<file path="config.mk">
export PLATFORM = sky130hd
export DESIGN_NAME = gray_bin_converter_pipe
export DESIGN_NICKNAME = d
export VERILOG_FILES = /design/src/rtl/gray_bin_converter_pipe.sv
export SDC_FILE = /design/constraint.sdc
export NUM_CORES = 1
export LEC_CHECK = 0
export BUFFER_PORTS_ARGS = -buffer_cell sky130_fd_sc_hd__buf_4
export CORE_MARGIN = 1.5
export CORE_UTILIZATION = 53
export CTS_BUF_LIST = sky130_fd_sc_hd__clkbuf_8
export DETAILED_ROUTE_END_ITERATION = 16
export GPL_ROUTABILITY_DRIVEN = 0
export PLACE_DENSITY_LB_ADDON = 0.25
export SKIP_LAST_GASP = 1
export SLEW_MARGIN = 15
export SYNTH_ARGS = -nofsm -noshare
export SYNTH_HDL_FRONTEND = slang
export SYNTH_SLANG_ARGS = --single-unit
</file>
<file path="constraint.sdc">
create_clock -name clk -period 1.54 [get_ports clk]
set_input_delay 0.077 -clock clk [delete_from_list [all_inputs] [get_ports clk]]
set_output_delay 0.077 -clock clk [all_outputs]
set_load 0.005 [all_outputs]
</file>
<file path="src/rtl/gray_bin_converter_pipe.sv">
// Pipelined bidirectional Gray<->binary converter with valid/ready streaming.
// Stage 1 registers the incoming word, its direction and the Gray adjacency
// verdict; stage 2 holds the converted word and drives the outputs directly.
// A saturating counter tallies adjacency errors as they leave the block.
module gray_bin_converter_pipe #(
    parameter int WIDTH     = 8,
    parameter int CNT_W     = 16,
    parameter bit CHECK_ADJ = 1'b1
) (
    input  logic             clk,
    input  logic             rst_n,
    input  logic             in_valid,
    output logic             in_ready,
    input  logic [WIDTH-1:0] in_data,
    input  logic             in_mode,
    output logic             out_valid,
    input  logic             out_ready,
    output logic [WIDTH-1:0] out_data,
    output logic             out_mode,
    output logic             out_adj_err,
    input  logic             clr_err,
    output logic [CNT_W-1:0] err_count
);

    // Gray to binary: each binary bit is the XOR of all Gray bits at or above it.
    function automatic logic [WIDTH-1:0] gray_to_bin(input logic [WIDTH-1:0] g);
        logic [WIDTH-1:0] b;
        b[WIDTH-1] = g[WIDTH-1];
        for (int i = WIDTH - 2; i >= 0; i--) begin
            b[i] = b[i+1] ^ g[i];
        end
        return b;
    endfunction

    // Binary to Gray: XOR with the word shifted right by one.
    function automatic logic [WIDTH-1:0] bin_to_gray(input logic [WIDTH-1:0] b);
        return b ^ {1'b0, b[WIDTH-1:1]};
    endfunction

    // True when more than one bit is set (clearing the lowest set bit leaves a non-zero word).
    function automatic logic multi_bit_set(input logic [WIDTH-1:0] x);
        return (x & (x - {{(WIDTH-1){1'b0}}, 1'b1})) != {WIDTH{1'b0}};
    endfunction

    logic             s1_valid_r;
    logic [WIDTH-1:0] s1_data_r;
    logic             s1_mode_r;
    logic             s1_err_r;
    logic [WIDTH-1:0] hist_r;
    logic             hist_valid_r;
    logic [CNT_W-1:0] err_count_r;
    logic             s2_adv_s;
    logic             in_ready_s;
    logic             adj_err_s;
    logic             out_fire_s;

    // Stage advance: a stage may load when empty or when its content moves on this cycle.
    always_comb begin
        s2_adv_s   = !out_valid || out_ready;
        in_ready_s = !s1_valid_r || s2_adv_s;
        out_fire_s = out_valid && out_ready;
    end

    // Adjacency verdict for the incoming word; only mode-0 words with known history are checked.
    always_comb begin
        adj_err_s = 1'b0;
        if (CHECK_ADJ && !in_mode && hist_valid_r) begin
            adj_err_s = multi_bit_set(in_data ^ hist_r);
        end else begin
            adj_err_s = 1'b0;
        end
    end

    // History of the last accepted mode-0 word; a mode-1 word invalidates it.
    always_ff @(posedge clk or negedge rst_n) begin
        if (!rst_n) begin
            hist_r       <= {WIDTH{1'b0}};
            hist_valid_r <= 1'b0;
        end else if (in_valid && in_ready_s) begin
            if (!in_mode) begin
                hist_r       <= in_data;
                hist_valid_r <= 1'b1;
            end else begin
                hist_valid_r <= 1'b0;
            end
        end
    end

    // Stage 1: capture raw word, direction and adjacency verdict.
    always_ff @(posedge clk or negedge rst_n) begin
        if (!rst_n) begin
            s1_valid_r <= 1'b0;
            s1_data_r  <= {WIDTH{1'b0}};
            s1_mode_r  <= 1'b0;
            s1_err_r   <= 1'b0;
        end else if (in_ready_s) begin
            s1_valid_r <= in_valid;
            if (in_valid) begin
                s1_data_r <= in_data;
                s1_mode_r <= in_mode;
                s1_err_r  <= adj_err_s;
            end
        end
    end

    // Stage 2: convert and hold the result stable until the consumer takes it.
    always_ff @(posedge clk or negedge rst_n) begin
        if (!rst_n) begin
            out_valid   <= 1'b0;
            out_data    <= {WIDTH{1'b0}};
            out_mode    <= 1'b0;
            out_adj_err <= 1'b0;
        end else if (s2_adv_s) begin
            out_valid <= s1_valid_r;
            if (s1_valid_r) begin
                out_data    <= s1_mode_r ? bin_to_gray(s1_data_r) : gray_to_bin(s1_data_r);
                out_mode    <= s1_mode_r;
                out_adj_err <= s1_err_r;
            end
        end
    end

    // Saturating error counter; clear takes priority over a coincident increment.
    always_ff @(posedge clk or negedge rst_n) begin
        if (!rst_n) begin
            err_count_r <= {CNT_W{1'b0}};
        end else if (clr_err) begin
            err_count_r <= {CNT_W{1'b0}};
        end else if (out_fire_s && out_adj_err && !(&err_count_r)) begin
            err_count_r <= err_count_r + {{(CNT_W-1){1'b0}}, 1'b1};
        end
    end

    assign in_ready  = in_ready_s;
    assign err_count = err_count_r;

endmodule

</file>
After elaboration in Yosys (flattened, before gate mapping)
Index checks and enable logic that the tools add are counted.
{ "word_totals": {"regBits": 47, "in_bits": 14, "output_inout_bits": 28, "elab_cells": 46} }
{ "classes": {"addsub": 2, "mux": 5, "n_bitwise": 11, "n_reduce_logical": 17} }
{ "op_table": {"columns": ["cell", "n"], "rows": [
  ["$mux W16", 2],
  ["$add A16 B1 Y16 const B", 1],
  ["$reduce_and A16 Y1", 1],
  ["$and A8 B8 Y8", 1],
  ["$mux W8", 1],
  ["$reduce_bool A8 Y1", 1],
  ["$sub A8 B1 Y8 const B", 1],
  ["$xor A8 B7 Y8", 1],
  ["$xor A8 B8 Y8", 1],
  ["$xor A1 B1 Y1", 7],
  ["$reduce_and A2 Y1", 3],
  ["$logic_and A1 B1 Y1", 5],
  ["$logic_not A1 Y1", 4],
  ["$logic_or A1 B1 Y1", 2],
  ["$mux W1", 2],
  ["$reduce_bool A2 Y1", 1],
  ["$not A1 Y1", 1]
]} }

Depth between registers and ports, before layout
Gate-level depths: netlist of run 1.
{ "logic_depth": {"depth_word": 8, "depth_mapped": 6, "ltp_nobuf": 4} }

Worst setup path before layout of run 1
OpenSTA, ideal clock, no wires.
{ "synth_path": {"kind": "reg-to-reg", "from": "register err_count_r[2], in the netlist err_count[2]", "to": "register err_count_r[3], in the netlist err_count[3]", "arrival_time_ns": 1.565, "t_required_ns": 1.412, "setup_slack_ns": -0.152, "path_stages_with_launch": 7, "period_less_slack_ns": 1.692, "cell_sequence": "dfrtp_1 > and4_1 > buf_4 > and2_1 > buf_2 > a211oi_2 > mux2_1"} }
{ "synth_via": {"elab_chain_len": 4, "word_cells_on_any_way": 7, "classes_between": "1 x add/sub; 2 x mux; 4 x reduce/logical"} }
{ "synth_lines": {"columns": ["item", "line", "source"], "rows": [
  ["start, declared", "51", "logic [CNT_W-1:0] err_count_r;"],
  ["start signal, assigned", "126", "err_count_r <= {CNT_W{1'b0}};"],
  ["start signal, assigned", "128", "err_count_r <= {CNT_W{1'b0}};"],
  ["start signal, assigned", "130", "err_count_r <= err_count_r + {{(CNT_W-1){1'b0}}, 1'b1};"],
  ["parallel branches: the longest is 4 deep, another holds $add A16 B1 Y16", null, null]
]} }
Parallel ways; which one is timed is not known. The select of a mux whose other input is x is not followed.
A chain may end at the register's enable or synchronous reset.

Final worst setup path of run 1
{ "layout_path": {"from": "register err_count_r[7], in the netlist err_count[7]", "to": "register err_count_r[5], in the netlist err_count[5]"} }
{ "layout_via": {"elab_chain_len": 4} }
{ "layout_lines": {"columns": ["item", "line", "source"], "rows": [
  ["$reduce_and A16 Y1", "129", "end else if (out_fire_s && out_adj_err && !(&err_count_r)) begin"],
  ["$logic_not A1 Y1", "129", null],
  ["$logic_and A1 B1 Y1", "129", null],
  ["$reduce_bool A2 Y1 (no line)", null, null]
]} }
Every way passes these cells.

==> impl_results.md, run 1 <==
- Clk_skew: 10.1 ps
- Wire length after detailed routing: 5.67 mm
- Share of layout cells above drive strength 1: 0.432
- Avg Synthesized Cell Area: 11.1 um^2
- Asr flop ratio synth: 1.00
- DR vias: 2,132
- Setup slack after layout: -41.4 ps
- Sequential cell area: 1180 um^2
- Number of synthesized flops with an enable pin: 0
- Clock Power Share: 0.218
- Worst hold path type: input port to flop
- Inserted Diodes: 0
- Worst skew pair latency: 300 ps
- Final hold slack: 20.3 ps
- DRC: 0
- CTS H-tree depth: 2
- Synth Cell Area: 2570 um^2
- Worst Setup End Kind: flop
- Syn-to-layout area delta: 33.4%
- Top Ports: 42
- Flop pwr share: 0.450
- Die area: 5280 um^2
- Vias in the first global route: 2,033
- Overflow after GRT: 0
- Count of cell types in the netlist: 53
- YS warnings: 0
- Worst EP arrival: 1760 ps
- Outcome: finished, violations left
- Slew Viols, Final: 0
- Maximum vdd drop: 0.601 mV
- Setup crit start kind: flop
- P_int: 0.00241 W
- CTS buffer count: 5
- # port buffers: 41
- Violated checks: setup timing
- DR WL/cell: 15.4 um
- Die H: 72.6 um
- Fill cell total of the finished layout: 339
- Largest net degree at the start of global routing: 48
- Leakage: 1.56 nW
- Final Cycle Share: 1.03
- Dpl hpwl: 3.96 mm
- Initial drt markers: 150
- First-pass DRT Iterations: 4
- Nets: 329
- Power Total: 0.00347 W
- Yosys top cell by area: dfrtp_1
- GRT Util Overall: 0.231
- Root Buffer: clkbuf_8
- Gate power share: 0.332
- Post-route non-filler standard cell count: 369
- WP data required: 1720 ps
- CORE AREA: 4690 um^2
- Sw Share: 0.306
- Final Hold Viols: 0
- CTS max path bufs: 2
- Synth top area share: 0.458
- Initial antenna violation count: 0
- Sequential element share of the synthesized area: 0.458
- Unrepaired setup endpoints after global routing: true
- Sw Pwr: 0.00106 W
- WS Path Type: flop to flop
- Via density: 5.78
- Post-Syn Instances: 232
- Reg clk slew, reported paths: 90 ps
- Slew HR: 0.602
- Main synth FF type: dfrtp_1
- Dpl cells: 355
- Max Freq: 632 MHz
- Post-DRT Antenna Nets: 0
- Power Dens Cells: 1010 nW/um^2
- Placed instance area: 3180 um^2
- Slew @ Worst Pin: 597 ps
- CTS Sinks: 47
- Multi-input gate area: 1450 um^2
- Placement Rows: 25
- Syn nets: 247
- Global-route wire length before repair: 9.63 mm
- Initial Util: 0.548
- Setup-failing EPs final: 4
- Post-Layout Inst Area: 3430 um^2
- Maxcap violations: 0
- Min Tclk post-route: 1580 ps
- Largest cells by area after synthesis: dfrtp_1 (46%), mux2_1 (7.4%), mux2_2 (4.4%)
- CTS tree: yes
- Die X: 72.6 um
- CP max FO: 4
- Yosys reg bits: 47
==> through the flow <==
stage                     utilization  setup WS, ps  TNS, ps
after floorplan                     -          -130     -592
after global placement          0.678         -18.4    -52.0
final                           0.731         -41.4    -89.6
after detailed placement        0.678         -43.7     -197
after CTS                       0.710         -17.9    -29.4
after global routing            0.731          -110     -558
==> final cells by class <==
class,instances,share of cell area
multi-input combinational,173,0.421
clock inverter,3,0.00620
timing repair buffer,84,0.186
tap,54,0.0197
inverter,3,0.00328
sequential,47,0.343
clock buffer,5,0.0201
==> cell families (layout without fill, tap and decap cells) <==
kind of cell	count (synthesis)	after routing	synth area share
mux	28	28	0.122
compound gates	37	37	0.109
simple gates	87	87	0.199
xor+xnor	19	19	0.0818
fa+ha+maj	2	2	0.00876
flops	47	47	0.458
buf+inv	12	95	0.0224
==> layer usage <==
| layer | global-route usage | routed length, um |
|---|---|---|
| met1 | 0.350 | 2720 |
| met2 | 0.348 | 2650 |
| met3 | 0.0428 | 256 |
| met4 | 0.0524 | 42 |
| met5 | 0 | 0 |
==> worst max-delay path, cell delays in order, from the launching register on <==
cell	delay (ps)
dfrtp_1	400
and4_4	240
buf_6	110
nand4_1	120
o211ai_1	260
mux2_1	350
==> repair_timing <==
item | CTS | global route
buffers inserted | 2 | 2
pin swaps | 6 | 12
hold endpoints to repair | 48 | 0
hold buffers | 2 | 0
setup endpoints to repair | 12 | 25
gates resized for setup | 8 | 21
==> final timing paths <==
kind	start	endpoint	slack [ps]	cells past startpoint
setup / recovery	err_count[7]$_DFFE_PN0P_	err_count[5]$_DFFE_PN0P_	-40	5
hold / removal	in_data[0]	hist_r[0]$_DFFE_PN0P_	20	2
min in group asynchronous	rst_n	out_data[5]$_DFFE_PN0P_	310	2
hold reg to reg	out_data[2]$_DFFE_PN0P_	out_data[2]$_DFFE_PN0P_	490	2
setup reg to reg	err_count[7]$_DFFE_PN0P_	err_count[5]$_DFFE_PN0P_	-40	5
max in group asynchronous	rst_n	err_count[0]$_DFFE_PN0P_	810	2
==> flip-flops by register name (all words and copies together) (netlist names), 8 cells and up <==
signal / cells
out_data: 8
s1_data_r: 8
hist_r: 8
err_count: 16
==> layout by cell type (no fill, tap or decap), drive strengths merged, types with 2 or more instances in the layout <==
| master | n |
|---|---|
| a211o | 2 |
| a211oi | 7 |
| a21oi | 8 |
| and2 | 2 |
| and3 | 6 |
| and4 | 6 |
| buf | 82 |
| clkbuf | 5 |
| clkinv | 2 |
| dfrtp | 47 |
| dlygate4sd3 | 2 |
| inv | 4 |
| mux2 | 27 |
| nand2 | 19 |
| nand2b | 5 |
| nand3 | 11 |
| nand4 | 6 |
| nand4b | 2 |
| nor2 | 10 |
| nor2b | 9 |
| o211ai | 2 |
| o21ai | 7 |
| o31ai | 5 |
| or4 | 4 |
| xnor2 | 13 |
| xor2 | 4 |
==> cells in the mapped netlist (3+ instances only) <==
| library cell | instances |
|---|---|
| nor2_1 | 10 |
| or4_1 | 4 |
| a211oi_1 | 3 |
| nand3_1 | 11 |
| nand2b_1 | 5 |
| nand2_1 | 18 |
| nand4_1 | 5 |
| clkbuf_1 | 3 |
| dfrtp_1 | 47 |
| and4_1 | 4 |
| o21ai_1 | 3 |
| mux2_1 | 17 |
| a21oi_1 | 7 |
| xor2_1 | 4 |
| o31ai_1 | 4 |
| xnor2_1 | 11 |
| a211oi_2 | 4 |
| inv_1 | 3 |
| and3_1 | 5 |
| mux2_2 | 10 |
| nor2b_1 | 9 |
| o21ai_0 | 4 |
| buf_2 | 4 |
==> power by group through the flow <==
stage	combinational, W	clock, W	sequential (W)
3_5_place_dp	0.00108	0	0.00158
5_1_grt	0.00126	0.000822	0.00159
2_1_floorplan	0.000571	0	0.00159
4_1_cts	0.00112	0.000775	0.00156
3_3_place_gp	0.00105	0	0.00157
6_report	0.00115	0.000757	0.00156
Note: power is estimated with default switching activity, not from simulation.
==> run 2, diff against run 1 <==
SETUP_SLACK_MARGIN = 0.02   (was not set)
==> run 2 against run 1 <==
Effect of this change:
- routed wire length is 2.9% higher
- global-route usage is essentially flat
- register-to-register slack hardly changed
- first-iteration DRC count shrank 31%
- critical endpoint is now out_data[1]$_DFFE_PN0P_
- critical path type unchanged
- critical path depth down 1
- the run still ends with setup timing left
- combinational power about the same
- utilization decreased by 0.13 points
- largest power group unchanged
- sequential cell count is the same
- design area is 0.18% lower
- sequential share of layout area up 0.063 points
==> impl_results.md, run 2 (synthesized netlist as in run 1, its figures left out) <==
- Setup crit start kind: flop
- Initial Util: 0.548
- CTS Sinks: 47
- Die X: 72.6 um
- Setup-failing EPs final: 1
- Post-DRT Antenna Nets: 0
- CTS buffer count: 5
- WP data required: 1750 ps
- Maximum vdd drop: 0.670 mV
- Largest net degree at the start of global routing: 48
- Overflow after GRT: 0
- Most frequent cells in the layout: buf_4 (81), dfrtp_1 (47), nand2_1 (18)
- GRT Util Overall: 0.231
- Wire length after detailed routing: 5.83 mm
- Reg clk slew, reported paths: 90 ps
- Unrepaired setup endpoints after global routing: true
- Leakage: 1.55 nW
- Worst EP arrival: 1780 ps
- DR WL/cell: 15.8 um
- Fill cell total of the finished layout: 333
- CTS max path bufs: 2
- CP startpoint: s1_data_r[7]$_DFFE_PN0P_
- CORE AREA: 4690 um^2
- Min Tclk post-route: 1570 ps
- Number of flip-flops in the largest register: 16
- Most common cell after layout, fill and taps aside: buf_4
- Die area: 5280 um^2
- Slew HR: 0.610
- Worst R2R Start: s1_data_r[7]$_DFFE_PN0P_
- Syn-to-layout area delta: 33.2%
- Post-route non-filler standard cell count: 369
- Die H: 72.6 um
- Outcome: finished, violations left
- Dpl cells: 356
- Max Freq: 638 MHz
- Maxcap violations: 0
- Hold Crit Start: in_data[7]
- Final Util: 0.730
- Initial drt markers: 103
- # port buffers: 41
- Dpl hpwl: 4.05 mm
- Post-route setup TNS: -26.9 ps
- Root Buffer: clkbuf_8
- Top Ports: 42
- CTS H-tree depth: 2
- First-pass DRT Iterations: 4
- Multi-input gate area: 1440 um^2
- Placement Rows: 25
- CTS tree: yes
- Worst Setup End Kind: flop
- Initial antenna violation count: 0
- Worst skew pair latency: 310 ps
- DRC: 0
- Vias in the first global route: 1,960
- Nets: 329
- Global-route wire length before repair: 9.45 mm
- Via density: 5.68
- Clk_skew: 6.10 ps
- Final Cycle Share: 1.02
- Sequential cell area: 1180 um^2
- WS Path Type: flop to flop
- Worst hold path type: input port to flop
- Final Hold Viols: 0
- CP max FO: 3
- Share of layout cells above drive strength 1: 0.432
- DR vias: 2,097
- Inserted Diodes: 0
- Violated checks: setup timing
- Setup slack after layout: -26.9 ps
- Slew @ Worst Pin: 585 ps
- Power Dens Cells: 1020 nW/um^2
- Final hold slack: 8.34 ps
- Slew Viols, Final: 0
[run 2: cell types whose count changed in the layout (fill, tap and decap cells not counted), sizes merged]
cell / change
clkinvlp: +2
inv: -1
clkinv: -1
[run 2: metal layers]
layer  up-vias  track usage  wire length [um]
met4         0       0.0692                89
met2        43        0.361              2770
met5         -            0                 0
li1       1010            -                 -
met1      1036        0.337              2760
met3         8       0.0331               212
[run 2: cell type report]
| type | instances | area share |
|---|---|---|
| Sequential cell | 47 | 0.344 |
| Clock buffer | 5 | 0.0201 |
| Tap cell | 54 | 0.0197 |
| Clock inverter | 3 | 0.00585 |
| Multi-Input combinational cell | 173 | 0.421 |
| Timing Repair Buffer | 84 | 0.187 |
| Inverter | 3 | 0.00329 |
[run 2: through the flow]
step	setup slack, ps	total power [W]	area (um^2)
global placement	-12.5	0.00262	3190
detailed placement	-52.3	0.00267	3190
global route	-67.9	0.00367	3420
CTS	13.8	0.00343	3330
floorplan	-130	0.00216	2590
finish	-26.9	0.00348	3420
[run 2: worst paths after layout]
| path | to | slack (ps) | cells after the start |
|---|---|---|---|
| max in group asynchronous | err_count[1]$_DFFE_PN0P_ | 840 | 2 |
| worst min-delay path | hist_r[7]$_DFFE_PN0P_ | 8 | 2 |
| worst min register to register | out_mode$_DFFE_PN0P_ | 490 | 2 |
| worst max-delay path | out_data[1]$_DFFE_PN0P_ | -30 | 4 |
| min in group asynchronous | out_data[1]$_DFFE_PN0P_ | 300 | 2 |
| worst max register to register | out_data[1]$_DFFE_PN0P_ | -30 | 4 |
[run 2: repair_timing]
| item | in CTS | in global routing |
|---|---|---|
| hold endpoints to repair | 48 | 0 |
| pin swaps | 6 | 12 |
| setup endpoints to repair | 16 | 22 |
| hold buffers | 2 | 0 |
| gates resized for setup | 8 | 18 |
| cloned | 0 | 0 |
| buffers inserted | 1 | 2 |
[run 2: power breakdown]
| group | switching [W] | leakage, nW | internal [W] |
|---|---|---|---|
| sequential | 0.000132 | 0.590 | 0.00143 |
| clock | 0.000436 | 0.0402 | 0.000316 |
| combinational | 0.000500 | 0.923 | 0.000663 |
[run 2: critical path: stages (launching register included)]
cell	delay, ps
dfrtp_1	420
xnor2_2	260
xor3_1	390
and3_4	200
o31ai_2	210
